File: config.mk
export PLATFORM = sky130hd
export DESIGN_NAME = ofmap_writer_flat
export DESIGN_NICKNAME = d
export VERILOG_FILES = /design/src/rtl/ofmap_writer_pkg.sv /design/src/rtl/ofmap_writer_if.sv /design/src/rtl/ofmap_writer_requant_lane.sv /design/src/rtl/ofmap_writer.sv /design/src/flat_wrapper.sv
export SDC_FILE = /design/constraint.sdc
export NUM_CORES = 1
export LEC_CHECK = 0
export ABC_AREA = 1
export CORE_UTILIZATION = 50
export DETAILED_ROUTE_END_ITERATION = 7
export MAX_ROUTING_LAYER = met4
export PLACE_DENSITY = 0.74
export SYNTH_ARGS = -nofsm -noshare
export SYNTH_HDL_FRONTEND = slang
export SYNTH_HIERARCHICAL = 1
export SYNTH_SLANG_ARGS = --single-unit
File: constraint.sdc
create_clock -name clk -period 4.4 [get_ports clk]
set_input_delay 0.88 -clock clk [delete_from_list [all_inputs] [get_ports clk]]
set_output_delay 0.88 -clock clk [all_outputs]
set_load 0.005 [all_outputs]
File: src/rtl/ofmap_writer_pkg.sv
// Shared widths, types and FSM encoding for the ofmap writeback block.
// W lanes of ACC_W-bit signed accumulators are requantized to N-bit
// unsigned activations and packed into one OWORD_W-bit memory word.
package ofmap_writer_pkg;

  localparam int W       = 8;
  localparam int N       = 4;
  localparam int BG      = 4;
  localparam int ACC_W   = 2*N + BG;
  localparam int AW      = 12;
  localparam int CW      = 12;
  localparam int SW      = 4;
  localparam int OWORD_W = W*N;

  typedef logic signed [ACC_W-1:0] acc_t;
  typedef logic [N-1:0]            act_t;

  typedef enum logic [1:0] {IDLE, RUN, FLUSH, DONE} ofw_state_t;

endpackage

File: src/rtl/ofmap_writer_if.sv
// Beat input stream plus request/grant memory write port of the writer.
//   in_valid/in_ready/in_data : accumulator beats from the array
//   mem_req/mem_gnt           : write handshake, word retires on req&&gnt
//   mem_addr/mem_wdata        : write address and packed activation word
// master = upstream array + memory side, slave = ofmap_writer.
interface ofmap_writer_if;
  import ofmap_writer_pkg::*;

  logic                   in_valid;
  logic                   in_ready;
  logic [W*ACC_W-1:0]     in_data;
  logic                   mem_req;
  logic                   mem_gnt;
  logic [AW-1:0]          mem_addr;
  logic [OWORD_W-1:0]     mem_wdata;

  modport master (
    output in_valid, in_data, mem_gnt,
    input  in_ready, mem_req, mem_addr, mem_wdata
  );

  modport slave (
    input  in_valid, in_data, mem_gnt,
    output in_ready, mem_req, mem_addr, mem_wdata
  );
endinterface

File: src/rtl/ofmap_writer_requant_lane.sv
// One lane of requantization: round-half-up, arithmetic right shift,
// ReLU and saturation to N unsigned bits. Purely combinational.
//   acc   : signed accumulator
//   shift : right-shift amount (0 = pass through)
//   q     : unsigned N-bit activation
module requant_lane
  import ofmap_writer_pkg::*;
(
  input  acc_t          acc,
  input  logic [SW-1:0] shift,
  output act_t          q
);

  localparam logic [SW-1:0]        SH_ONE  = {{(SW-1){1'b0}}, 1'b1};
  localparam logic signed [ACC_W:0] ONE_EXT = {{ACC_W{1'b0}}, 1'b1};

  // One extra bit keeps acc + rounding constant from wrapping.
  logic signed [ACC_W:0] ext;
  logic signed [ACC_W:0] rnd;
  logic signed [ACC_W:0] sum;
  logic signed [ACC_W:0] t;

  always_comb begin
    ext = {acc[ACC_W-1], acc};
    rnd = '0;
    if (shift != '0) rnd = ONE_EXT << (shift - SH_ONE);
    sum = ext + rnd;
    t   = sum >>> shift;
    if (t[ACC_W])
      q = '0;
    else if (|t[ACC_W-1:N])
      q = '1;
    else
      q = t[N-1:0];
  end

endmodule

File: src/rtl/ofmap_writer.sv
// Writeback end of the NPU datapath. Accepts W-lane accumulator beats,
// requantizes them, packs each beat into one word and writes the words to
// consecutive addresses starting at cfg_base through a 2-entry FIFO.
//   clk, rst             : clock, synchronous active-high reset
//   start, cfg_*         : job launch pulse and job configuration
//   busy, done           : job active, one-cycle end-of-job pulse
//   bus (slave)          : beat stream in, memory write port out
//
// state | meaning
// IDLE  | waiting for start
// RUN   | accepting beats until cfg_words have been taken
// FLUSH | draining the FIFO until cfg_words have been granted
// DONE  | one-cycle done pulse
module ofmap_writer
  import ofmap_writer_pkg::*;
(
  input  logic           clk,
  input  logic           rst,
  input  logic           start,
  input  logic [AW-1:0]  cfg_base,
  input  logic [CW-1:0]  cfg_words,
  input  logic [SW-1:0]  cfg_shift,
  output logic           busy,
  output logic           done,
  ofmap_writer_if.slave  bus
);

  ofw_state_t state, state_nxt;

  logic [AW-1:0] base_q;
  logic [CW-1:0] words_q;
  logic [SW-1:0] shift_q;
  logic [CW-1:0] acc_cnt, wr_cnt;
  logic [CW-1:0] acc_cnt_nxt, wr_cnt_nxt;

  logic [AW-1:0]      fifo_addr [2];
  logic [OWORD_W-1:0] fifo_data [2];
  logic               wr_ptr, rd_ptr;
  logic [1:0]         count;
  logic               full, empty, push, pop, in_ready;
  logic [OWORD_W-1:0] packed_word;

  for (genvar i = 0; i < W; i++) begin : g_lane
    requant_lane u_lane (
      .acc   (bus.in_data[i*ACC_W +: ACC_W]),
      .shift (shift_q),
      .q     (packed_word[i*N +: N])
    );
  end

  assign full     = (count == 2'd2);
  assign empty    = (count == 2'd0);
  // Ready uses the current full flag, so push never meets a full FIFO.
  assign in_ready = (state == RUN) && (acc_cnt < words_q) && !full;
  assign push     = bus.in_valid && in_ready;
  assign pop      = !empty && bus.mem_gnt;

  assign acc_cnt_nxt = acc_cnt + {{(CW-1){1'b0}}, push};
  assign wr_cnt_nxt  = wr_cnt  + {{(CW-1){1'b0}}, pop};

  assign bus.in_ready  = in_ready;
  assign bus.mem_req   = !empty;
  assign bus.mem_addr  = fifo_addr[rd_ptr];
  assign bus.mem_wdata = fifo_data[rd_ptr];
  assign busy          = (state != IDLE);
  assign done          = (state == DONE);

  // Transitions look at the post-edge counts so done lands the cycle
  // after the final grant.
  always_comb begin
    state_nxt = state;
    case (state)
      IDLE:  if (start) state_nxt = (cfg_words == '0) ? DONE : RUN;
      RUN:   if (acc_cnt_nxt == words_q) state_nxt = FLUSH;
      FLUSH: if (wr_cnt_nxt == words_q) state_nxt = DONE;
      DONE:  state_nxt = IDLE;
      default: state_nxt = IDLE;
    endcase
  end

  always_ff @(posedge clk) begin
    if (rst) begin
      state   <= IDLE;
      base_q  <= '0;
      words_q <= '0;
      shift_q <= '0;
      acc_cnt <= '0;
      wr_cnt  <= '0;
      wr_ptr  <= 1'b0;
      rd_ptr  <= 1'b0;
      count   <= 2'd0;
      for (int i = 0; i < 2; i++) begin
        fifo_addr[i] <= '0;
        fifo_data[i] <= '0;
      end
    end else begin
      state <= state_nxt;
      if (state == IDLE && start) begin
        base_q  <= cfg_base;
        words_q <= cfg_words;
        shift_q <= cfg_shift;
        acc_cnt <= '0;
        wr_cnt  <= '0;
      end else begin
        acc_cnt <= acc_cnt_nxt;
        wr_cnt  <= wr_cnt_nxt;
      end
      if (push) begin
        fifo_addr[wr_ptr] <= base_q + acc_cnt[AW-1:0];
        fifo_data[wr_ptr] <= packed_word;
        wr_ptr            <= ~wr_ptr;
      end
      if (pop) rd_ptr <= ~rd_ptr;
      case ({push, pop})
        2'b10:   count <= count + 2'd1;
        2'b01:   count <= count - 2'd1;
        default: count <= count;
      endcase
    end
  end

endmodule

File: src/flat_wrapper.sv
// flat-port wrapper written by rule: the top's interface ports become plain ports
module ofmap_writer_flat import ofmap_writer_pkg::*;
  (clk, rst, start, cfg_base, cfg_words, cfg_shift, busy, done, bus_in_valid, bus_in_data, bus_mem_gnt, bus_in_ready, bus_mem_req, bus_mem_addr, bus_mem_wdata);
  ofmap_writer_if bus_i ();
  input  logic clk;
  input  logic rst;
  input  logic start;
  input  logic [AW-1:0] cfg_base;
  input  logic [CW-1:0] cfg_words;
  input  logic [SW-1:0] cfg_shift;
  output logic busy;
  output logic done;
  input wire logic [$bits(bus_i.in_valid)-1:0] bus_in_valid;
  input wire logic [$bits(bus_i.in_data)-1:0] bus_in_data;
  input wire logic [$bits(bus_i.mem_gnt)-1:0] bus_mem_gnt;
  output wire logic [$bits(bus_i.in_ready)-1:0] bus_in_ready;
  output wire logic [$bits(bus_i.mem_req)-1:0] bus_mem_req;
  output wire logic [$bits(bus_i.mem_addr)-1:0] bus_mem_addr;
  output wire logic [$bits(bus_i.mem_wdata)-1:0] bus_mem_wdata;
  assign bus_i.in_valid = bus_in_valid;
  assign bus_i.in_data = bus_in_data;
  assign bus_i.mem_gnt = bus_mem_gnt;
  assign bus_in_ready = bus_i.in_ready;
  assign bus_mem_req = bus_i.mem_req;
  assign bus_mem_addr = bus_i.mem_addr;
  assign bus_mem_wdata = bus_i.mem_wdata;
  ofmap_writer u_core (.clk(clk), .rst(rst), .start(start), .cfg_base(cfg_base), .cfg_words(cfg_words), .cfg_shift(cfg_shift), .busy(busy), .done(done), .bus(bus_i));
endmodule
==> results of run 1 <==
==> Yosys cell counts, types with 7 or more instances <==
library cell  count  share of area
edfxtp_1         88           0.14
nand4_1          48          0.016
nand2_4           9         0.0055
xnor2_1          11         0.0052
dfxtp_1          59          0.064
ha_1            128          0.087
nand2_2         117          0.040
nor3_1           12         0.0033
o21ai_0          65          0.018
a21oi_2           8         0.0038
nor2_2           44          0.015
buf_4            14         0.0057
nor2_4           10         0.0061
mux2_2           44          0.027
buf_2            30         0.0081
o211ai_1         28          0.011
xor2_1           23          0.011
inv_1           371          0.075
nand3_1         389           0.11
a21oi_1         137          0.037
o21ai_1           7         0.0019
nand3_2          58          0.031
nand2_1         770           0.16
inv_2            19         0.0039
fa_1              9         0.0098
or2_1             8         0.0027
nor2_1          359          0.073
clkbuf_1         17         0.0035
==> stage by stage <==
stage	cell area [um2]	utilization
global placement	20700	0.568
finish	21400	0.586
global route	21400	0.586
CTS	21400	0.586
floorplan	18500	-
detailed placement	20700	0.568
==> worst max-delay path, cell delays in order, from the launching register on <==
cell     delay, ps
dfxtp_4        680
buf_4          370
nor2_4         100
inv_1          120
nor2_1          60
ha_1           220
fa_1           400
nand2_1        100
nand2_2         80
nand3_2        100
nand2_2         70
nand2_2         80
nand2_1         60
nand2_2        110
nand2_4         80
nand3_1        120
o21ai_0        120
nor3_1         240
a21oi_1        110
inv_1           80
nor2_1          50
==> cell type report <==
| cell class | count | area (um2) |
|---|---|---|
| inverters | 396 | 1500 |
| clock buffers | 22 | 529 |
| clock inverters | 10 | 128 |
| fillers | 3584 | 15100 |
| well taps | 468 | 586 |
| repair buffers | 200 | 1980 |
| flip-flops and latches | 147 | 3830 |
| multi-input cells | 2339 | 12800 |
==> power breakdown <==
part,switching [mW],total [mW],internal [mW]
Sequential,0.216,1.86,1.64
Combinational,3.26,5.19,1.94
Clock,0.589,1.57,0.985
==> cells by family (layout without fill, tap and decap cells) <==
group,count (synthesis),count (layout)
AND/OR/NAND/NOR,1843,1843
flip-flops,147,147
buffers and inverters,461,628
adder cells (fa/ha/maj),137,137
AO/OA/AOI/OAI,280,280
XOR/XNOR,35,35
multiplexers,44,44
==> path summary, 6_finish.rpt <==
path                                                      from                                    end  slack [ps]  cells after the start
worst max-delay path            u_core/shift_q[1]$_SDFFE_PP0P_  u_core/fifo_data[0][11]$_SDFFCE_PN0P_         760                     20
worst min-delay path                u_core/rd_ptr$_SDFFE_PP0P_                               register         450                      1
worst max register to register  u_core/shift_q[1]$_SDFFE_PP0P_  u_core/fifo_data[0][11]$_SDFFCE_PN0P_         760                     20
worst min register to register      u_core/rd_ptr$_SDFFE_PP0P_                               register         450                      1
==> state kept, by name, indices dropped and copies added, names as in the netlist, named ones only <==
| register | count |
|---|---|
| u_core/fifo_data | 64 |
| u_core/fifo_addr | 24 |
| u_core/acc_cnt | 12 |
| u_core/base_q | 12 |
| u_core/words_q | 12 |
| u_core/wr_cnt | 12 |
| u_core/shift_q | 4 |
| u_core/count | 2 |
| u_core/state | 2 |
| u_core/rd_ptr | 1 |
| u_core/wr_ptr | 1 |
==> metal layers <==
metal / routed length (um) / track usage
met5: 0 / -
met3: 2610 / 0.0336
met1: 23100 / 0.347
met4: 714 / 0.0523
met2: 24700 / 0.487
==> cell usage in the layout, fill, tap and decap left out, types with 8 or more instances in the layout <==
| cell type | netlist | final |
|---|---|---|
| a21oi_1 | 137 | 137 |
| a21oi_2 | 8 | 8 |
| buf_4 | 14 | 21 |
| clkbuf_16 | 0 | 21 |
| clkdlybuf4s50_1 | 0 | 176 |
| dfxtp_1 | 59 | 54 |
| edfxtp_1 | 88 | 88 |
| fa_1 | 9 | 9 |
| ha_1 | 128 | 128 |
| inv_1 | 371 | 371 |
| inv_2 | 19 | 19 |
| mux2_2 | 44 | 44 |
| nand2_1 | 770 | 768 |
| nand2_2 | 117 | 119 |
| nand2_4 | 9 | 9 |
| nand3_1 | 389 | 389 |
| nand3_2 | 58 | 58 |
| nand4_1 | 48 | 48 |
| nor2_1 | 359 | 359 |
| nor2_2 | 44 | 44 |
| nor2_4 | 10 | 10 |
| nor3_1 | 12 | 12 |
| o211ai_1 | 28 | 28 |
| o21ai_0 | 65 | 65 |
| or2_1 | 8 | 8 |
| xnor2_1 | 11 | 11 |
| xor2_1 | 23 | 23 |
==> results.md, run 1 <==
* Outcome: completed
* Largest net degree at the start of global routing at 47
* Dpl hpwl at 41,100 um
* Peak VDD IR at 281 uV
* Setup WS pre-CTS at 752 ps
* DR iter-0 viols at 1,124
* Die width at 194 um
* Final estimated routing congestion in global placement at 0.965
* Largest family of logic cells by synthesized area: simple AND/OR/NAND/NOR gates
* Syn avg cell area at 6.26 um2
* Worst hold margin at 446 ps
* Post-synthesis compound-gate area fraction at 0.0885
* Reg clk slew, reported paths at 70 ps
* Setup Skew at 13.7 ps
* Placed Cells at 3,550
* Ant. Diodes at 0
* First-pass GRT wire length at 86,100 um
* Vias in the first global route at 18,600
* Post-Route WL at 51,100 um
* Routed Antenna Nets at 0
* Crit path capture type: register
* Drt via density at 5.40
* Leak pwr at 10.6 nW
* Max-slew violation count at 0
* CP Max Fanout at 31
* Initial Utilization at 0.507
* CP startpoint kind: register
* WP data required at 4560 ps
* Synth Area in XOR/XNOR at 0.0173
* Root buffer cell: clkbuf_16
* Post-synth EDFFs at 88
* Final setup viols at 0
* Final TNS setup at 0 ps
* P&R area growth vs syn at 15.7%
* GRT Residual Overflow at 0
* Hold_buf cts at 0
* Worst-case clock buffer depth at 2
* Crit path arrival time at 3800 ps
* Unique cell type count in the Yosys netlist at 51
* Routed length per instance at 14.3 um
* Post-Synth Simple-Gate Area at 0.464
* Pre-antenna DRT Iters at 7
* Max capacitance violation total at 0
* Post-layout nets at 3,367
* PortBufs at 176
* Post-CTS Setup Inserts at 0
* DIE HEIGHT at 194 um
* Post-Syn Nets at 3,213
* # resized after CTS at 0
* Post-synth ARST share at 0
* RSZ-0062 raised after global routing: no
* Post-Layout Cell Count at 3,582
* Tcrit/Tclk final at 0.827
* Post-Synthesis Cells at 2,947
* IO Pins at 177
* Initial antenna violation count at 0
* Total design power at 8.62 mW
* Slew Limit Headroom at 0.403
* Post-Synthesis Cell Area at 18,500 um2
* Hold Crit Class: reg -> reg
* Crit path kind: reg -> reg
* Via count at 19,300
* Share of cells above drive strength 1 at 0.126
* Yosys warns at 6
* Post-synthesis sequential area ratio at 0.207
* Die Area at 37,700 um2
* Clk sinks at 147
* Floorplan Core Area at 36,400 um2
* Post-synthesis register bit count at 147
* FMAX at 275 MHz
* Mux contribution to synthesized area at 0.0268
* Row count at 70
* Adder-cell share of the synthesized area at 0.0965
* Worst-Margin Slew at 894 ps
* Setup ws final at 763 ps
* Cell Pwr Density at 404 nW/um2
* Htree depth at 4
* CTS Buf Count at 17
* Post-layout min period at 3640 ps
* GRT Overall Usage at 0.279
* CTS tree: built
* Fin. Hold Viols at 0
* Top_reg_cell synth: edfxtp_1
* Detailed-route DRC error count at 0
* Clock latency on the worst-skew pair at 420 ps
No activity file was read; power rests on OpenSTA's default activity.
==> inputs of run 2 (changes only) <==
--- a/config.mk
+++ b/config.mk
@@ -9,7 +9,7 @@
 export CORE_UTILIZATION = 50
 export DETAILED_ROUTE_END_ITERATION = 7
 export MAX_ROUTING_LAYER = met4
-export PLACE_DENSITY = 0.74
+export PLACE_DENSITY = 0.77
 export SYNTH_ARGS = -nofsm -noshare
 export SYNTH_HDL_FRONTEND = slang
 export SYNTH_HIERARCHICAL = 1
==> constraint.sdc (replaced) <==
create_clock -name clk -period 3.1 [get_ports clk]
set_input_delay 0.62 -clock clk [delete_from_list [all_inputs] [get_ports clk]]
set_output_delay 0.62 -clock clk [all_outputs]
set_load 0.005 [all_outputs]
==> run 2 against run 1 <==
Effect of this change:
- the flow now finishes with violations (setup timing)
- clock skew is 2.3 ps lower
- register-to-register slack worse by 900 ps
- non-clock buffer count is 246 higher
- flip-flop and latch count stayed put
- clock power is 29% higher
- die area stayed put
- critical path depth is 3 higher
- sequential share of layout area is 2.9 points lower
- clock-buffer cell count is 5 lower
- final area is 19% higher
- via count is 9.1% higher
- wire length is 16% higher
==> results.md, run 2 (synthesis gave the netlist of run 1 again) <==
* Outcome: finished with violations
* Failing checks: setup timing
* Setup crit end: u_core/fifo_data[0][22]$_SDFFCE_PN0P_
* CP startpoint kind: register
* Detailed-route DRC error count at 0 (unchanged)
* Hold Crit Class: reg -> reg
* Clock latency on the worst-skew pair at 420 ps (about the same)
* Final TNS setup at -1160 ps (-1160 ps)
* IO Pins at 177 (unchanged)
* Floorplan Core Area at 36,400 um2 (unchanged)
* FMAX at 309 MHz (+12%)
* Peak VDD IR at 443 uV (+58%)
* Worst-path cell chain: buf_12 -> buf_12 -> clkinvlp_4 -> nor2_4 -> clkinv_4 -> nor2_4 -> ha_4 -> nand2_2 -> nand2_4 -> a21oi_4 -> nand2_4 -> buf_4 -> nand2_1 -> nand3_1 -> nand3_1 -> nand2_1 -> nand3_1 -> nand2_1 -> nand3_2 -> nand2_4 -> a21oi_1 -> inv_1 -> nor2_1
* Post-Route WL at 59,500 um (+16%)
* Post-layout min period at 3240 ps (-399 ps)
* WP data required at 3380 ps (-1180 ps)
* Drt via density at 5.51 (+1.9%)
* Worst-Margin Slew at 576 ps (-318 ps)
* Die width at 194 um (unchanged)
* Reg clk slew, reported paths at 70 ps (about the same)
* Routed length per instance at 15.5 um (+8.8%)
* Slew Limit Headroom at 0.616 (+0.213)
* Crit path kind: reg -> reg
* Final estimated routing congestion in global placement at 0.977 (+1.2%)
* RSZ-0062 raised after global routing: yes
* Max stage delay cell, worst path: dfxtp_4
* Vias in the first global route at 19,300 (+3.8%)
* Share of cells above drive strength 1 at 0.305 (+0.179)
* Largest net degree at the start of global routing at 46 (-2.1%)
* Fin. Hold Viols at 0 (unchanged)
* Pre-antenna DRT Iters at 6 (-1)
* Reg with most FFs: u_core/fifo_data
* Post-layout nets at 3,613 (+7.3%)
* DIE HEIGHT at 194 um (unchanged)
* Setup WS pre-CTS at -222 ps (-974 ps)
* Root buffer cell: clkbuf_16
* Dpl hpwl at 43,300 um (+5.3%)
* Reg-to-reg critical path startpoint: u_core/shift_q[3]$_SDFFE_PP0P_
* PortBufs at 176 (unchanged)
* P&R area growth vs syn at 38.2%
* Row count at 70 (unchanged)
* CTS tree: built
* Flop2flop setup slack at -140 ps (-900 ps)
* CP Max Fanout at 7 (-77%)
* Setup Skew at 11.3 ps (-2.33 ps)
* Die Area at 37,700 um2 (unchanged)
* Max-slew violation count at 0 (unchanged)
* Clk sinks at 147 (unchanged)
* Htree depth at 4 (unchanged)
* Top Registers: u_core/fifo_data x64, u_core/fifo_addr x24
* Initial antenna violation count at 4 (+4)
* FF-to-FF path depth at 23 (+15%)
* Hold_buf cts at 0 (unchanged)
* CTS Buf Count at 17 (unchanged)
* Crit path capture type: register
* Setup ws final at -138 ps (-901 ps)
* Leading cell types in the layout, fill and taps excluded: nand2_1 (660), inv_1 (336), nand3_1 (317)
* R2r endpoint: u_core/fifo_data[0][22]$_SDFFCE_PN0P_
* Tcrit/Tclk final at 1.04 (+0.218)
* Leak pwr at 12.2 nW (+15%)
* CP Launch Point: u_core/shift_q[3]$_SDFFE_PP0P_
* Initial Utilization at 0.507 (unchanged)
* GRT Residual Overflow at 0 (unchanged)
* Routed Antenna Nets at 0 (unchanged)
* Final setup viols at 24 (+24)
* Worst-case clock buffer depth at 2 (unchanged)
* DR iter-0 viols at 1,404 (+25%)
* Crit path arrival time at 3520 ps (-280 ps)
* Max capacitance violation total at 0 (unchanged)
* Cell Pwr Density at 570 nW/um2 (+41%)
* Most common cell after layout, fill and taps aside: nand2_1
* Via count at 21,100 (+9.1%)
* Slowest stage delay, CP at 420 ps (-260 ps)
* Max FFs per register at 64 (unchanged)
* First-pass GRT wire length at 89,000 um (+3.3%)
* GRT Overall Usage at 0.292 (+0.0122)
[run 2: cell types whose count changed in the layout (fill, tap and decap cells not counted), sizes merged]
| cell | before | now |
|---|---|---|
| buf | 24 | 263 |
| bufinv | 2 | 0 |
| clkbuf | 22 | 24 |
| clkinv | 2 | 4 |
| clkinvlp | 0 | 5 |
| diode | 0 | 4 |
[run 2: power by group]
| part | internal (mW) | switching (mW) |
|---|---|---|
| registers | 2.33 | 0.167 |
| logic | 4.19 | 5.85 |
| clock network | 1.08 | 0.933 |
[run 2: cell type report]
type	instances	area, um2
fill	3031	10900
clock buffer	17	425
multi-input combinational	2339	14800
clock inverter	15	158
inverter	396	1540
antenna	4	10.0
timing repair buffer	446	4150
sequential	147	3840
tap	468	586
[run 2: how the worst min path moves through the flow]
stage / endpoint / cells after the start / startpoint / slack [ps]
floorplan: register / 1 / u_core/rd_ptr$_SDFFE_PP0P_ / 430
global placement: register / 1 / u_core/rd_ptr$_SDFFE_PP0P_ / 430
detailed placement: register / 1 / u_core/rd_ptr$_SDFFE_PP0P_ / 430
global route: u_core/rd_ptr$_SDFFE_PP0P_ / 1 / u_core/rd_ptr$_SDFFE_PP0P_ / 470
finish: register / 1 / u_core/rd_ptr$_SDFFE_PP0P_ / 440
CTS: u_core/rd_ptr$_SDFFE_PP0P_ / 1 / u_core/rd_ptr$_SDFFE_PP0P_ / 450
[run 2: critical path, delay by kind of cell (launching register included)]
kind	cells	cell delay, ps
compound gates	2	320
fa+ha+maj	1	240
simple gates	14	1360
flops	1	420
buf+inv	6	760
[run 2: per-stage QoR]
step / instance area (um2) / power, mW / cells / util / hold WS (ps)
3_5_place_dp: 22000 / 10.7 / 3710 / 0.605 / 434
6_report: 25500 / 14.6 / 3832 / 0.700 / 443
5_1_grt: 25500 / 15.6 / 3832 / 0.700 / 466
2_1_floorplan: 18500 / 7.93 / 2947 / - / 426
3_3_place_gp: 22000 / 10.6 / 3710 / 0.605 / 430
4_1_cts: 22700 / 12.9 / 3745 / 0.624 / 449
[run 2: what timing repair did]
item / 4_1_cts / 5_1_grt
setup buffers: 2 / 79
endpoints found under the setup margin: 42 / 67
pin swaps: 2 / 128
cloned: 1 / 5
gates resized for setup: 16 / 503
[run 2: per-layer routing]
layer / routed length, um / vias to the layer above / track usage
met5: 0 / - / -
met3: 3460 / 136 / 0.0313
met2: 28800 / 711 / 0.495
met1: 25700 / 9763 / 0.366
met4: 1600 / 0 / 0.0814
li1: - / 10500 / -
